<file path="src/rtl/host_monitor.sv">
// Simulation host monitor: watches data-side stores for program exit and console output,
// tracks run cycles and buffers console bytes in a small show-ahead FIFO.
module host_monitor #(
    parameter int                XLEN           = 32,
    parameter logic [XLEN-1:0]   EXIT_ADDR      = 'h0,
    parameter logic [XLEN-1:0]   CONSOLE_ADDR   = 'h4,
    parameter int unsigned       TIMEOUT_CYCLES = 1000000,
    parameter int                CONS_DEPTH     = 16
) (
    input  logic            clk,
    input  logic            rst,
    input  logic            w_v,
    input  logic [XLEN-1:0] data_adr,
    input  logic [XLEN-1:0] data_i,
    input  logic [3:0]      strobe,
    input  logic            cons_rd,
    output logic [7:0]      cons_data,
    output logic            cons_empty,
    output logic            cons_full,
    output logic [15:0]     cons_drop,
    output logic            done,
    output logic            pass,
    output logic            timeout,
    output logic [XLEN-1:0] exit_code,
    output logic [31:0]     cycle_cnt,
    output logic [31:0]     store_cnt
);

    // state     | meaning
    // RUN       | program executing, counters live, console stores accepted
    // EXITED    | exit store seen; counters frozen until reset
    // TIMED_OUT | cycle budget exhausted; counters frozen until reset
    typedef enum logic [1:0] {RUN, EXITED, TIMED_OUT} state_e;

    localparam int PW = $clog2(CONS_DEPTH);

    state_e          state_q;
    logic            done_q, pass_q, timeout_q;
    logic [XLEN-1:0] exit_code_q;
    logic [31:0]     cycle_cnt_q, store_cnt_q;

    logic            running, exit_store, tc_hit;

    assign running    = (state_q == RUN);
    assign exit_store = w_v && (data_adr == EXIT_ADDR) && (strobe != 4'b0000);
    assign tc_hit     = (cycle_cnt_q == 32'(TIMEOUT_CYCLES - 1));

    always_ff @(posedge clk or posedge rst) begin
        if (rst) begin
            state_q     <= RUN;
            done_q      <= 1'b0;
            pass_q      <= 1'b0;
            timeout_q   <= 1'b0;
            exit_code_q <= '0;
            cycle_cnt_q <= '0;
            store_cnt_q <= '0;
        end else begin
            case (state_q)
                RUN: begin
                    cycle_cnt_q <= cycle_cnt_q + 32'd1;
                    if (w_v) store_cnt_q <= store_cnt_q + 32'd1;
                    // exit store takes priority over a coincident timeout
                    if (exit_store) begin
                        state_q     <= EXITED;
                        exit_code_q <= data_i;
                        done_q      <= 1'b1;
                        pass_q      <= (data_i == '0);
                    end else if (tc_hit) begin
                        state_q     <= TIMED_OUT;
                        exit_code_q <= '1;
                        done_q      <= 1'b1;
                        timeout_q   <= 1'b1;
                        pass_q      <= 1'b0;
                    end
                end
                default: ;
            endcase
        end
    end

    logic [7:0]    mem_q [CONS_DEPTH];
    logic [PW-1:0] wr_ptr_q, wr_ptr_d, rd_ptr_q, rd_ptr_d;
    logic [PW:0]   count_q, count_d;
    logic [15:0]   drop_q, drop_d;
    logic          cons_store, push, pop, drop, fifo_empty, fifo_full;

    assign fifo_empty = (count_q == '0);
    assign fifo_full  = (count_q == (PW+1)'(CONS_DEPTH));
    assign cons_store = running && w_v && (data_adr == CONSOLE_ADDR) && strobe[0];
    assign pop        = cons_rd && !fifo_empty;
    assign push       = cons_store && (!fifo_full || pop);
    assign drop       = cons_store && fifo_full && !pop;

    always_comb begin
        wr_ptr_d = wr_ptr_q;
        rd_ptr_d = rd_ptr_q;
        count_d  = count_q;
        drop_d   = drop_q;
        if (push) wr_ptr_d = wr_ptr_q + PW'(1);
        if (pop)  rd_ptr_d = rd_ptr_q + PW'(1);
        case ({push, pop})
            2'b10:   count_d = count_q + (PW+1)'(1);
            2'b01:   count_d = count_q - (PW+1)'(1);
            default: count_d = count_q;
        endcase
        if (drop && drop_q != 16'hFFFF) drop_d = drop_q + 16'd1;
    end

    always_ff @(posedge clk or posedge rst) begin
        if (rst) begin
            wr_ptr_q <= '0;
            rd_ptr_q <= '0;
            count_q  <= '0;
            drop_q   <= '0;
        end else begin
            wr_ptr_q <= wr_ptr_d;
            rd_ptr_q <= rd_ptr_d;
            count_q  <= count_d;
            drop_q   <= drop_d;
        end
    end

    // storage needs no reset: the pointers alone define valid contents
    always_ff @(posedge clk) begin
        if (push) mem_q[wr_ptr_q] <= data_i[7:0];
    end

    assign cons_data  = mem_q[rd_ptr_q];
    assign cons_empty = fifo_empty;
    assign cons_full  = fifo_full;
    assign cons_drop  = drop_q;
    assign done       = done_q;
    assign pass       = pass_q;
    assign timeout    = timeout_q;
    assign exit_code  = exit_code_q;
    assign cycle_cnt  = cycle_cnt_q;
    assign store_cnt  = store_cnt_q;

endmodule

</file>
<file path="config.mk">
export PLATFORM = sky130hd
export DESIGN_NAME = host_monitor
export DESIGN_NICKNAME = d
export VERILOG_FILES = /design/src/rtl/host_monitor.sv
export SDC_FILE = /design/constraint.sdc
export NUM_CORES = 1
export LEC_CHECK = 0
export ABC_AREA = 1
export BUFFER_PORTS_ARGS = -buffer_cell sky130_fd_sc_hd__buf_2
export CAP_MARGIN = 20
export CORE_UTILIZATION = 60
export DETAILED_ROUTE_END_ITERATION = 7
export HOLD_SLACK_MARGIN = 0.1
export PLACE_DENSITY = 0.95
export SLEW_MARGIN = 15
export SYNTH_ARGS = -nofsm -noshare
export SYNTH_HDL_FRONTEND = slang
export SYNTH_SLANG_ARGS = --single-unit
</file>
<file path="constraint.sdc">
create_clock -name clk -period 9.6 [get_ports clk]
set_input_delay 0 -clock clk [delete_from_list [all_inputs] [get_ports clk]]
set_output_delay 0 -clock clk [all_outputs]
set_load 0.01 [all_outputs]
</file>
; ---- Word level (Yosys, flattened, before mapping)
; Memories as Yosys holds them, arrays and structs flattened.
; Cells that the tools add are included.
[totals]
reg_bits = 130
mem_bits_rw = 128
in_bits = 72
out_inout_bits = 125
elab_cells = 61
n_memories = 1
[classes]
add_sub_neg = 7
eq_ne = 6
n_mux = 11
bitwise_logic = 1
n_reduce_logical = 24
[mem_list]
columns = memory, words, word_bits, rd, rd_clocked_by_memory_dff, wr, line_no
row1 = mem_q, 16, 8, 1, 0, 1, 81  ; logic [7:0] mem_q [CONS_DEPTH];
[ops]
columns = cell, count
row1 = adder 32 x 1 -> 32 bit (second input constant), 2
row2 = zero test 32 bit, 2
row3 = 2-to-1 mux 32 bit, 2
row4 = equality test 32 x 20 -> 1 bit (second input constant), 1
row5 = equality test 32 x 3 -> 1 bit (second input constant), 1
row6 = adder 16 x 1 -> 16 bit (second input constant), 1
row7 = inequality test 16 bit (second input constant), 1
row8 = logical AND 1 bit, 10
row9 = case mux 5 bit (2 select lines), 1
row10 = adder 4 x 1 -> 4 bit (second input constant), 2
row11 = 2-to-1 mux 1 bit, 6
row12 = adder 5 x 1 -> 5 bit (second input constant), 1
row13 = equality test 5 bit (second input constant), 1
row14 = zero test 5 bit, 1
row15 = subtractor 5 x 1 -> 5 bit (second input constant), 1
row16 = 2-to-1 mux 2 bit, 2
row17 = AND reduction 2 bit, 2
row18 = nonzero test 2 bit, 2
row19 = nonzero test 4 bit, 1
row20 = zero test 1 bit, 3
row21 = AND reduction 3 bit, 1
row22 = equality test 2 x 1 -> 1 bit (second input constant), 1
row23 = equality test 2 bit (second input constant), 1
row24 = zero test 2 bit, 1
row25 = 2 further kinds, 2

; ---- Logic depth before layout (Yosys ltp)
; Gate-level depths: netlist (run 1).
[logic_depth]
word_depth = 7
ltp_mapped = 18
depth_no_buf = 18

; ---- Least setup slack after synthesis (run 1)
; OpenSTA, ideal clock, no wires.
[synth_timing]
path_kind = register to register
start = reg state_q[1]
end = reg count_q[4]
arrival_ps = 2266
setup_slack_ps = 7221
stages_incl_launch_ff = 18
period_less_slack_ps = 2379
cell_sequence = dfrtp_1 -> nor2_4 -> nand2_4 -> inv_2 -> nand3_2 -> nor2_4 -> nand2_2 -> nand3_1 -> inv_1 -> fa_1 -> nand2_1 -> nand2_1 -> a21oi_1 -> nand2_1 -> nand2_1 -> nand3_1 -> nand2_1 -> inv_1
[synth_between]
elab_chain_len = 7
[synth_lines]
columns = element, line_no
row1 = start: declaration, 37  ; state_e state_q;
row2 = start signal: assignment, 50  ; state_q <= RUN;
row3 = start signal: assignment, 64  ; state_q <= EXITED;
row4 = start signal: assignment, 69  ; state_q <= TIMED_OUT;
row5 = zero test 2 bit (*), 44  ; assign running = (state_q == RUN);
row6 = logical AND 1 bit (*) (3 in a row), 89  ; assign cons_store = running && w_v && (data_adr == CONSOLE_ADDR) && strobe[0];
row7 = logical AND 1 bit (*), 91  ; assign push = cons_store && (!fifo_full || pop);
row8 = equality test 2 x 1 -> 1 bit / equality test 2 bit (equally long branches), 101  ; case ({push, pop})
row9 = case mux 5 bit (2 select lines) / nonzero test 2 bit (equally long branches), n/a
row10 = end signal: assignment, 118  ; count_q <= count_d;
row11 = end: declaration, 83  ; logic [PW:0] count_q, count_d;
; Every way passes the cells marked *; elsewhere a longest branch is shown, timed or not.
; A chain may end at the register's enable or synchronous reset.

; ---- Final worst setup path (run 1)
[layout_timing]
start = reg state_q[1]
end = mem mem_q[9][6] (enable)
[layout_between]
elab_chain_len = 7
[layout_lines]
columns = element, line_no
row1 = zero test 2 bit, 44
row2 = logical AND 1 bit (3 in a row), 89
row3 = logical AND 1 bit, 91
row4 = 2-to-1 mux 1 bit, 125  ; if (push) mem_q[wr_ptr_q] <= data_i[7:0];
row5 = 2-to-1 mux 1 bit (not written as such), 125
row6 = end: declaration, 81
; No other way between the ends.

==> impl_metrics.env, run 1 <==
export IMPL_wl_met3_um=2958
export IMPL_placed_area_sq_mm=0.01335
export IMPL_yosysUniqueCellTypes=37
export IMPL_seq_area_frac_synth_pct=58.63
export IMPL_nets=1547
export IMPL_yosys_area_top_type="edfxtp_1"
export IMPL_grt_ovfl_total=0
export IMPL_min_delay_path_depth=10
export IMPL_final_max_slew_viol_count=0
export IMPL_start_util_pct=61.79
export IMPL_clock_sinks=258
export IMPL_p_comb_share_pct=21.3
export IMPL_endpoint_kind="flip-flop"
export IMPL_worstSkewPairLatency_ns=0.53
export IMPL_synth_area_per_cell_sq_um=9.914
export IMPL_wl_um=32060
export IMPL_ant_nets=0
export IMPL_grt_pass1_vias=9774
export IMPL_highest_layer="met4"
export IMPL_syn_to_final_growth_pct=20.81
export IMPL_num_antenna_cells=0
export IMPL_met1_length_um=12090
export IMPL_dr_pass1_iters=5
export IMPL_grt_total_usage_pct=31.42
export IMPL_relSlewSlack_pct=33.63
export IMPL_whs_ns=0.1947
export IMPL_min_from="data_adr[4]"
export IMPL_holdPathEnd="cons_drop[13]"
export IMPL_io_pins=197
export IMPL_synth_async_reset_ratio_pct=50.39
export IMPL_yosysTopAreaCellShare_pct=31.75
export IMPL_ir_drop_mv=0.1206
export IMPL_p_per_area_mw_per_mm2=192.3
export IMPL_antenna_found_initial=0
export IMPL_vias_per_cell=5.714
export IMPL_ys_flop_type="dfrtp_1"
export IMPL_cts_buffers=26
export IMPL_seqPwrFrac_pct=43.6
export IMPL_rrSetupSlack_ns=6.10
export IMPL_die_h_um=144.0
export IMPL_worst_r2r_endpoint="mem_q[9][6]"
export IMPL_final_period_utilization_pct=36.44
export IMPL_drc_errors=0
export IMPL_core_area_sq_mm=0.01959
export IMPL_clk_pin_slew_ns=0.06
export IMPL_clockBufferDepth=3
export IMPL_syn_nets=1305
export IMPL_place_inst=1656
export IMPL_ys_ff_latch=258
export IMPL_tns_ns=0
export IMPL_final_core_util_pct=74.65
export IMPL_hpwl_um=20570
export IMPL_grt_max_degree=82
export IMPL_r2r_start="state_q[1]"
export IMPL_cts_tree="yes"
export IMPL_rsz0062_at_grt="no"
export IMPL_setup_worst_path_class="flip-flop to flip-flop"
export IMPL_vias=9983
export IMPL_drive_gt1_share_pct=17.88
export IMPL_clockRootBuffer="clkbuf_16"
export IMPL_p_clk_share_pct=35.2
export IMPL_synth_edf_count=128
export IMPL_r2r_cells=10
export IMPL_fin_cells=1747
export IMPL_yosys_warnings=0
export IMPL_dieArea_sq_mm=0.02075
export IMPL_netlist_instances=1221
export IMPL_worstPathArrival_ns=3.63
export IMPL_status="finished clean"
export IMPL_worstPathRequired_ns=9.74
export IMPL_h_tree_depth=1
export IMPL_p_switching_mw=0.8408
export IMPL_switching_share_pct=29.89
export IMPL_synth_area_leaders="edfxtp_1, dfrtp_1, nand2_1, nor2_1, inv_1"
export IMPL_p_int_mw=1.972
export IMPL_fp_dieW_um=144.0
export IMPL_max_cap_violations=0
export IMPL_synth_cell_area_sq_mm=0.01211
export IMPL_finalHoldViolCount=0
export IMPL_io_buffers=196
export IMPL_detail_route_wl_per_cell_um=18.35
export IMPL_grt_pass1_wl_um=49910
export IMPL_crit_path_start_kind="flip-flop"
export IMPL_fmaxAchievable_mhz=285.9
export IMPL_skew_ns=0.01985
export IMPL_wl_met2_um=15730
export IMPL_rows=51
export IMPL_ctsResizeCount=0
export IMPL_power_leakage_nw=6.434
export IMPL_worst_pin_slew_ns=0.9956
export IMPL_setup_viol=0
export IMPL_nFillCells=1264
export IMPL_gp_congestion=0.9372
export IMPL_worst_path_max_fanout=13
export IMPL_drt_initial_drc_count=1070
export IMPL_fin_crit_ns=3.498
export IMPL_hp_class="input pin to flip-flop"
export IMPL_final_area_sq_mm=0.01462
-- flip-flops by register name (all words and copies together), names as in the netlist --
name	count
cycle_cnt	32
store_cnt	32
state_q	2
cons_drop	16
rd_ptr_q	4
wr_ptr_q	4
count_q	5
done	1
pass	1
timeout	1
mem_q	128
exit_code	32
-- per-layer routing --
layer / GRT usage [%] / up-vias
met4: 14.50 / 0
met1: 40.28 / 4739
met5: 0 / -
met3: 5.728 / 123
met2: 52.10 / 577
li1: - / 4544
-- what timing repair did --
| item | 4_1_cts | 5_1_grt |
|---|---|---|
| endpoints found under the hold margin | 232 | 0 |
| setup buffers | 0 | 0 |
| hold buffers | 43 | 0 |
-- metrics by stage --
stage	setup WS, ns	power [mW]
floorplan	6.131	1.619
global placement	6.824	1.769
detailed placement	6.709	1.807
CTS	6.152	2.799
global route	5.862	2.907
finish	6.102	2.813
-- cells in the final DEF (no fill, tap or decap), drive strengths merged, types with 22 or more instances in the layout --
cell	n
dfrtp	130
nand4	22
nor2	169
nand3	58
clkbuf	33
buf	203
xnor2	22
nand3b	43
mux2i	22
inv	147
o221ai	22
nor3	31
nand2	252
o21ai	37
dlygate4sd3	43
xor2	53
edfxtp	128
-- worst max-delay path by stage --
stage	cells after the start	start	slack, ns	endpoint
6_report	10	state_q[1]	6.10	mem_q[9][6]
2_1_floorplan	1	rst	6.13	cons_drop[0]
4_1_cts	18	state_q[1]	6.15	count_q[4]
5_1_grt	18	state_q[1]	5.86	count_q[4]
3_3_place_gp	9	state_q[1]	6.82	mem_q[9][7]
3_5_place_dp	17	state_q[1]	6.71	count_q[4]
-- synthesized netlist by cell type (2+ instances only) --
cell type and number:
nand2_1 249, nor2_1 160, inv_1 145, dfrtp_1 130, edfxtp_1 128, nand3_1 54, xor2_1 53, nand3b_1 43
o21ai_0 37, nor3_1 28, clkbuf_1 23, mux2i_1 22, o221ai_1 22, xnor2_1 22, nand4_1 21, nor4_1 12
ha_1 11, o211ai_1 10, o32ai_1 10, buf_2 6, nor2_4 6, nand3_2 4, a21oi_1 3, buf_4 3
nor2_2 3, inv_2 2, nand2_2 2, nor3_2 2, o21bai_1 2
-- cells by family (layout without fill, tap and decap cells) --
| family | count (synthesis) | after routing | synth area share [%] |
|---|---|---|---|
| AND/OR/NAND/NOR | 588 | 588 | 22.22 |
| flip-flops | 258 | 258 | 58.63 |
| buffers and inverters | 180 | 441 | 5.736 |
| AO/OA/AOI/OAI | 85 | 85 | 4.775 |
| XOR/XNOR | 75 | 75 | 5.426 |
| multiplexers | 23 | 23 | 1.912 |
| adder cells (fa/ha/maj) | 12 | 12 | 1.302 |
-- power by group through the flow --
stage / Clock, mW / Combinational, mW / Sequential [mW]
final: 0.989 / 0.598 / 1.23
after CTS: 0.991 / 0.585 / 1.22
after detailed placement: 0 / 0.563 / 1.24
after global placement: 0 / 0.525 / 1.24
after global routing: 1.03 / 0.647 / 1.23
after floorplan: 0 / 0.401 / 1.22
-- critical path: stages (launching register included) --
cell	delay, ns
dfrtp_1	0.40
nor2_4	0.24
nand2_4	0.14
inv_2	0.23
nand3_2	0.08
dlygate4sd3_1	0.60
nor2_4	0.18
nand2_2	0.12
nor2_4	0.21
nand2_1	0.17
nor2_1	0.74
-- layout make-up --
type | instances | area (sq um) | share of cell area [%]
flip-flops and latches | 258 | 7098 | 48.54
multi-input cells | 783 | 4314 | 29.50
repair buffers | 246 | 1496 | 10.23
clock buffers | 33 | 698.2 | 4.774
inverters | 148 | 560.5 | 3.833
well taps | 265 | 331.6 | 2.267
clock inverters | 14 | 125.1 | 0.8556
Power figures use the tool's default switching activity.
==> inputs of run 2 (changes only) <==
--- a/config.mk
+++ b/config.mk
@@ -8,10 +8,10 @@
 export ABC_AREA = 1
 export BUFFER_PORTS_ARGS = -buffer_cell sky130_fd_sc_hd__buf_2
 export CAP_MARGIN = 20
-export CORE_UTILIZATION = 60
+export CORE_UTILIZATION = 57
 export DETAILED_ROUTE_END_ITERATION = 7
 export HOLD_SLACK_MARGIN = 0.1
-export PLACE_DENSITY = 0.95
+export PLACE_DENSITY = 0.92
 export SLEW_MARGIN = 15
 export SYNTH_ARGS = -nofsm -noshare
 export SYNTH_HDL_FRONTEND = slang
==> constraint.sdc (replaced) <==
create_clock -name clk -period 3.3 [get_ports clk]
set_input_delay 0 -clock clk [delete_from_list [all_inputs] [get_ports clk]]
set_output_delay 0 -clock clk [all_outputs]
set_load 0.01 [all_outputs]
==> run 2 against run 1 <==
Flip-flop and latch count is the same. Largest power group unchanged. Routed wire length fell by 1.9%. Core utilization decreased by 2.8 points. Worst setup slack worse by 5.5 ns. Fmax grew 30%. Combinational power grew to 3.0 times the previous value. Worst hold slack worse by 0.083 ns. Design area grew 0.62%. Sequential share of layout area decreased by 0.30 points. Global-route usage decreased by 2.1 points.
==> impl_metrics.env, run 2 (synthesis gave the netlist of run 1 again) <==
export IMPL_status="finished clean"
export IMPL_nFillCells=1364
export IMPL_antenna_found_initial=0
export IMPL_setup_viol=0
export IMPL_worst_path_max_fanout=8
export IMPL_drc_errors=0
export IMPL_hp_class="input pin to asynchronous set/reset pin"
export IMPL_final_seq_area_sq_mm=0.007098
export IMPL_wl_met3_um=2720
export IMPL_nets=1551
export IMPL_vias=9963
export IMPL_clockBufferDepth=3
export IMPL_worstSkewPairLatency_ns=0.52
export IMPL_crit_path_start_kind="flip-flop"
export IMPL_clk_pin_slew_ns=0.07
export IMPL_drt_initial_drc_count=953
export IMPL_power_leakage_nw=6.485
export IMPL_clock_sinks=258
export IMPL_largest_reg_flops=128
export IMPL_fp_dieW_um=147.7
export IMPL_die_h_um=147.7
export IMPL_setup_worst_path_class="flip-flop to flip-flop"
export IMPL_skew_ns=0.01404
export IMPL_final_max_slew_viol_count=0
export IMPL_worstPathArrival_ns=3.16
export IMPL_cts_setup_buffers=0
export IMPL_final_period_utilization_pct=81.81
export IMPL_ctsResizeCount=0
export IMPL_postCtsHoldBufs=43
export IMPL_clockRootBuffer="clkbuf_16"
export IMPL_multiInputGateArea_sq_mm=0.004314
export IMPL_max_cap_violations=0
export IMPL_highest_layer="met4"
export IMPL_place_inst=1666
export IMPL_syn_to_final_growth_pct=21.56
export IMPL_fin_cells=1757
export IMPL_fin_crit_ns=2.700
export IMPL_fmaxAchievable_mhz=370.4
export IMPL_worstPathRequired_ns=3.76
export IMPL_detail_route_wl_per_cell_um=17.90
export IMPL_ant_nets=0
export IMPL_finalHoldViolCount=0
export IMPL_final_cell_mix="nand2_1, buf_2, nor2_1, inv_1, dfrtp_1"
export IMPL_vias_per_cell=5.670
export IMPL_drive_gt1_share_pct=18.36
export IMPL_wl_met2_um=15060
export IMPL_dr_pass1_iters=5
export IMPL_h_tree_depth=1
export IMPL_hpwl_um=21000
export IMPL_grt_pass1_vias=10020
export IMPL_endpoint_kind="flip-flop"
export IMPL_crit_slowest_cell="fa_1"
export IMPL_tns_ns=0
export IMPL_worst_pin_slew_ns=0.7824
export IMPL_final_common_cell="nand2_1"
export IMPL_dieArea_sq_mm=0.02182
export IMPL_grt_ovfl_total=0
export IMPL_relSlewSlack_pct=47.84
export IMPL_cts_buffers=26
export IMPL_grt_max_degree=68
export IMPL_core_area_sq_mm=0.02049
export IMPL_p_per_area_mw_per_mm2=567.0
export IMPL_gp_congestion=0.9144
export IMPL_grt_total_usage_pct=29.36
export IMPL_critPathMaxStageDelay_ns=0.42
export IMPL_num_antenna_cells=0
export IMPL_start_util_pct=59.07
export IMPL_io_buffers=196
export IMPL_wl_um=31460
export IMPL_cts_tree="yes"
export IMPL_ir_drop_mv=0.4780
export IMPL_io_pins=197
export IMPL_grt_pass1_wl_um=50580
export IMPL_top_register="mem_q"
export IMPL_rows=52
export IMPL_rsz0062_at_grt="no"
export IMPL_path_cells="nor2_4, nand2_4, inv_2, nand3_2, nor2_4, nand2_2, nand3_1, inv_1, fa_1, nand2_1, nand2_1, a21oi_1, nand2_1, nand2_1, nand2_1, nand2_1, nand2_1, inv_1"
export IMPL_cpMostUsedCell="nand2_1"
export IMPL_met1_length_um=12430
run 2: cell count changes in the layout (fill, tap and decap cells not counted), moves of 2 or more:
| cell | delta |
|---|---|
| clkinvlp_4 | +2 |
| buf_4 | +4 |
| clkinv_1 | -3 |
| clkbuf_8 | +4 |
| clkinv_4 | -2 |
run 2: area by class of cell:
| class | count | share of cell area, % |
|---|---|---|
| Tap cell | 270 | 2.296 |
| Clock buffer | 37 | 5.119 |
| Inverter | 148 | 3.801 |
| Clock inverter | 11 | 0.9098 |
| Timing Repair Buffer | 250 | 10.32 |
| Sequential cell | 258 | 48.24 |
| Multi-Input combinational cell | 783 | 29.32 |
run 2: final timing paths:
check | startpoint | end | slack [ns] | depth (start not counted)
max | state_q[1] | count_q[4] | 0.60 | 18
min in group clk | data_adr[15] | cons_drop[7] | 0.17 | 10
min | rst | timeout | 0.11 | 3
max reg2reg | state_q[1] | count_q[4] | 0.60 | 18
min reg2reg | timeout | timeout | 0.47 | 2
max in group asynchronous | rst | exit_code[28] | 2.25 | 5
run 2: through the flow:
step	hold WS [ns]	utilization [%]	power (mW)	cell area (sq um)	worst slack [ns]
after floorplan	0.09887	-	4.710	12110	0.9212
after global placement	0.2826	65.27	5.192	13380	0.8154
after detailed placement	0.1050	65.37	5.268	13400	0.6516
after CTS	0.1025	71.80	8.328	14720	0.6228
after global routing	0.1656	71.80	8.632	14720	0.3737
final	0.1117	71.80	8.343	14720	0.6001
run 2: report_power, final:
part / switching [mW] / leakage [nW] / total (mW) / internal, mW
Sequential: 0.0728 / 2.69 / 3.51 / 3.44
Combinational: 1.15 / 3.36 / 1.78 / 0.631
Clock: 1.23 / 0.432 / 3.05 / 1.82
run 2: critical path: cells and delay by family, from the launching register on:
kind	cells	cell delay (ns)
AND/OR/NAND/NOR	13	1.40
AO/OA/AOI/OAI	1	0.17
adder cells (fa/ha/maj)	1	0.42
flip-flops	1	0.41
buffers and inverters	3	0.25
run 2: layer usage:
| metal | track usage (%) | up-vias |
|---|---|---|
| li1 | - | 4553 |
| met1 | 38.77 | 4713 |
| met2 | 48.63 | 581 |
| met3 | 4.877 | 116 |
| met4 | 11.75 | 0 |
| met5 | 0 | - |
==> inputs of run 3 (changes only) <==
--- a/config.mk
+++ b/config.mk
@@ -8,10 +8,10 @@
 export ABC_AREA = 1
 export BUFFER_PORTS_ARGS = -buffer_cell sky130_fd_sc_hd__buf_2
 export CAP_MARGIN = 20
-export CORE_UTILIZATION = 57
+export CORE_UTILIZATION = 51
 export DETAILED_ROUTE_END_ITERATION = 7
 export HOLD_SLACK_MARGIN = 0.1
-export PLACE_DENSITY = 0.92
+export PLACE_DENSITY = 0.88
 export SLEW_MARGIN = 15
 export SYNTH_ARGS = -nofsm -noshare
 export SYNTH_HDL_FRONTEND = slang
==> constraint.sdc (replaced) <==
create_clock -name clk -period 2.3 [get_ports clk]
set_input_delay 0 -clock clk [delete_from_list [all_inputs] [get_ports clk]]
set_output_delay 0 -clock clk [all_outputs]
set_load 0.01 [all_outputs]
==> run 3 against run 2 <==
Global-route usage decreased by 4.6 points. Non-clock buffer count increased by 21. Routed wire length decreased by 4.1%. Highest routed layer unchanged.
==> impl_metrics.env, run 3 (synthesis gave the netlist of run 1 again) <==
export IMPL_status="finished clean"
export IMPL_final_cell_mix="nand2_1, buf_2, nor2_1, inv_1, dfrtp_1"
export IMPL_p_total_mw=12.07
export IMPL_hpwl_um=19860
export IMPL_ir_drop_mv=0.5949
export IMPL_antenna_found_initial=0
export IMPL_dr_pass1_iters=5
export IMPL_setup_worst_path_class="flip-flop to primary output"
export IMPL_syn_to_final_growth_pct=23.93
export IMPL_setup_viol=0
export IMPL_nFillCells=1826
export IMPL_fmaxAchievable_mhz=441.6
export IMPL_wl_um=30170
export IMPL_cts_buffers=28
export IMPL_final_period_utilization_pct=98.45
export IMPL_crit_path_start_kind="flip-flop"
export IMPL_drc_errors=0
export IMPL_grt_pass1_wl_um=48000
export IMPL_vias=9841
export IMPL_multiInputGateArea_sq_mm=0.004345
export IMPL_num_antenna_cells=0
export IMPL_rsz0062_at_grt="yes"
export IMPL_gr_usage_met2_pct=42.81
export IMPL_relSlewSlack_pct=59.07
export IMPL_grt_max_degree=68
export IMPL_fin_cells=1830
export IMPL_skew_ns=0.02304
export IMPL_ant_nets=0
export IMPL_final_seq_area_sq_mm=0.007098
export IMPL_cts_tree="yes"
export IMPL_top_register="mem_q"
export IMPL_clock_sinks=258
export IMPL_core_area_sq_mm=0.02340
export IMPL_grt_util_met3_pct=4.417
export IMPL_finalHoldViolCount=0
export IMPL_worstPathArrival_ns=2.26
export IMPL_largest_reg_flops=128
export IMPL_detail_route_wl_per_cell_um=16.49
export IMPL_vias_per_cell=5.378
export IMPL_final_area_sq_mm=0.01500
export IMPL_endpoint_kind="primary output"
export IMPL_final_max_slew_viol_count=0
export IMPL_clk_pin_slew_ns=0.06
export IMPL_max_cap_violations=0
export IMPL_busiest_layer="met2"
export IMPL_power_leakage_nw=6.638
export IMPL_rows=56
export IMPL_io_pins=197
export IMPL_worst_path_max_fanout=43
export IMPL_placed_area_sq_mm=0.01362
export IMPL_fp_dieW_um=156.1
export IMPL_drive_gt1_share_pct=19.99
export IMPL_io_buffers=196
export IMPL_hp_class="input pin to flip-flop"
export IMPL_gp_congestion=0.8894
export IMPL_worstSkewPairLatency_ns=0.55
export IMPL_p_per_area_mw_per_mm2=804.9
export IMPL_clockRootBuffer="clkbuf_16"
export IMPL_rrSetupSlack_ns=0.12
export IMPL_grt_pass1_vias=9720
export IMPL_start_util_pct=51.73
export IMPL_die_h_um=156.1
export IMPL_grt_ovfl_total=0
export IMPL_drt_initial_drc_count=723
export IMPL_grt_total_usage_pct=24.80
export IMPL_nets=1574
export IMPL_fin_crit_ns=2.264
export IMPL_h_tree_depth=1
export IMPL_clockBufferDepth=3
export IMPL_final_common_cell="nand2_1"
export IMPL_worstPathRequired_ns=2.30
export IMPL_dieArea_sq_mm=0.02436
export IMPL_worst_pin_slew_ns=0.6084
export IMPL_place_inst=1736
export IMPL_met1_usage_pct=30.76
-- run 3: area by class of cell --
class / count / share of cell area (%)
sequential: 258 / 47.31
multi-input combinational: 783 / 28.97
timing repair buffer: 271 / 11.18
clock buffer: 37 / 5.371
inverter: 148 / 3.728
tap: 319 / 2.661
clock inverter: 14 / 0.7756
-- run 3: worst paths after layout --
kind / from / to / depth (start not counted)
worst max-delay path: rd_ptr_q[0] / cons_data[5] / 7
worst min-delay path: data_adr[16] / wr_ptr_q[3] / 10
worst max register to register: state_q[1] / count_q[4] / 17
worst min register to register: done / done / 1
max in group asynchronous: rst / rd_ptr_q[0] / 5
min in group asynchronous: rst / store_cnt[5] / 4
-- run 3: power by group --
part	internal (mW)	total [mW]	switching, mW
clock network	2.66	4.47	1.80
registers	4.94	5.04	0.104
logic	0.960	2.56	1.60
total	8.56	12.1	3.51
-- run 3: worst max-delay path: stages (launching register included) --
cell      delay (ns)
dfrtp_2         0.41
clkinv_1        0.06
buf_6           0.31
nor2_1          0.13
o32ai_1         0.43
o211ai_1        0.15
nand2_1         0.09
buf_2           0.13
-- run 3: what timing repair did --
action,CTS,global route
endpoints found under the hold margin,323,0
gates resized for setup,1,6
buffers inserted,0,1
pin swaps,0,2
setup endpoints to repair,3,3
hold buffers,42,0
-- run 3: per-layer routing --
layer	part of all wire, %	routed length [um]
met3	7.7	2319
met4	3.4	1040
met5	0	0
met1	39	11820
met2	50	14990
-- run 3: through the flow --
step                      setup slack (ns)  utilization [%]  setup TNS (ns)  hold slack (ns)
after global routing              -0.07549            64.10        -0.07549           0.1614
after global placement              0.1117            58.20               0          0.02519
after floorplan                   0.001218                -               0          0.09887
after CTS                          0.04126            63.95               0           0.1084
final                              0.03563            64.10               0           0.1141
after detailed placement           0.06665            58.20               0          0.02964
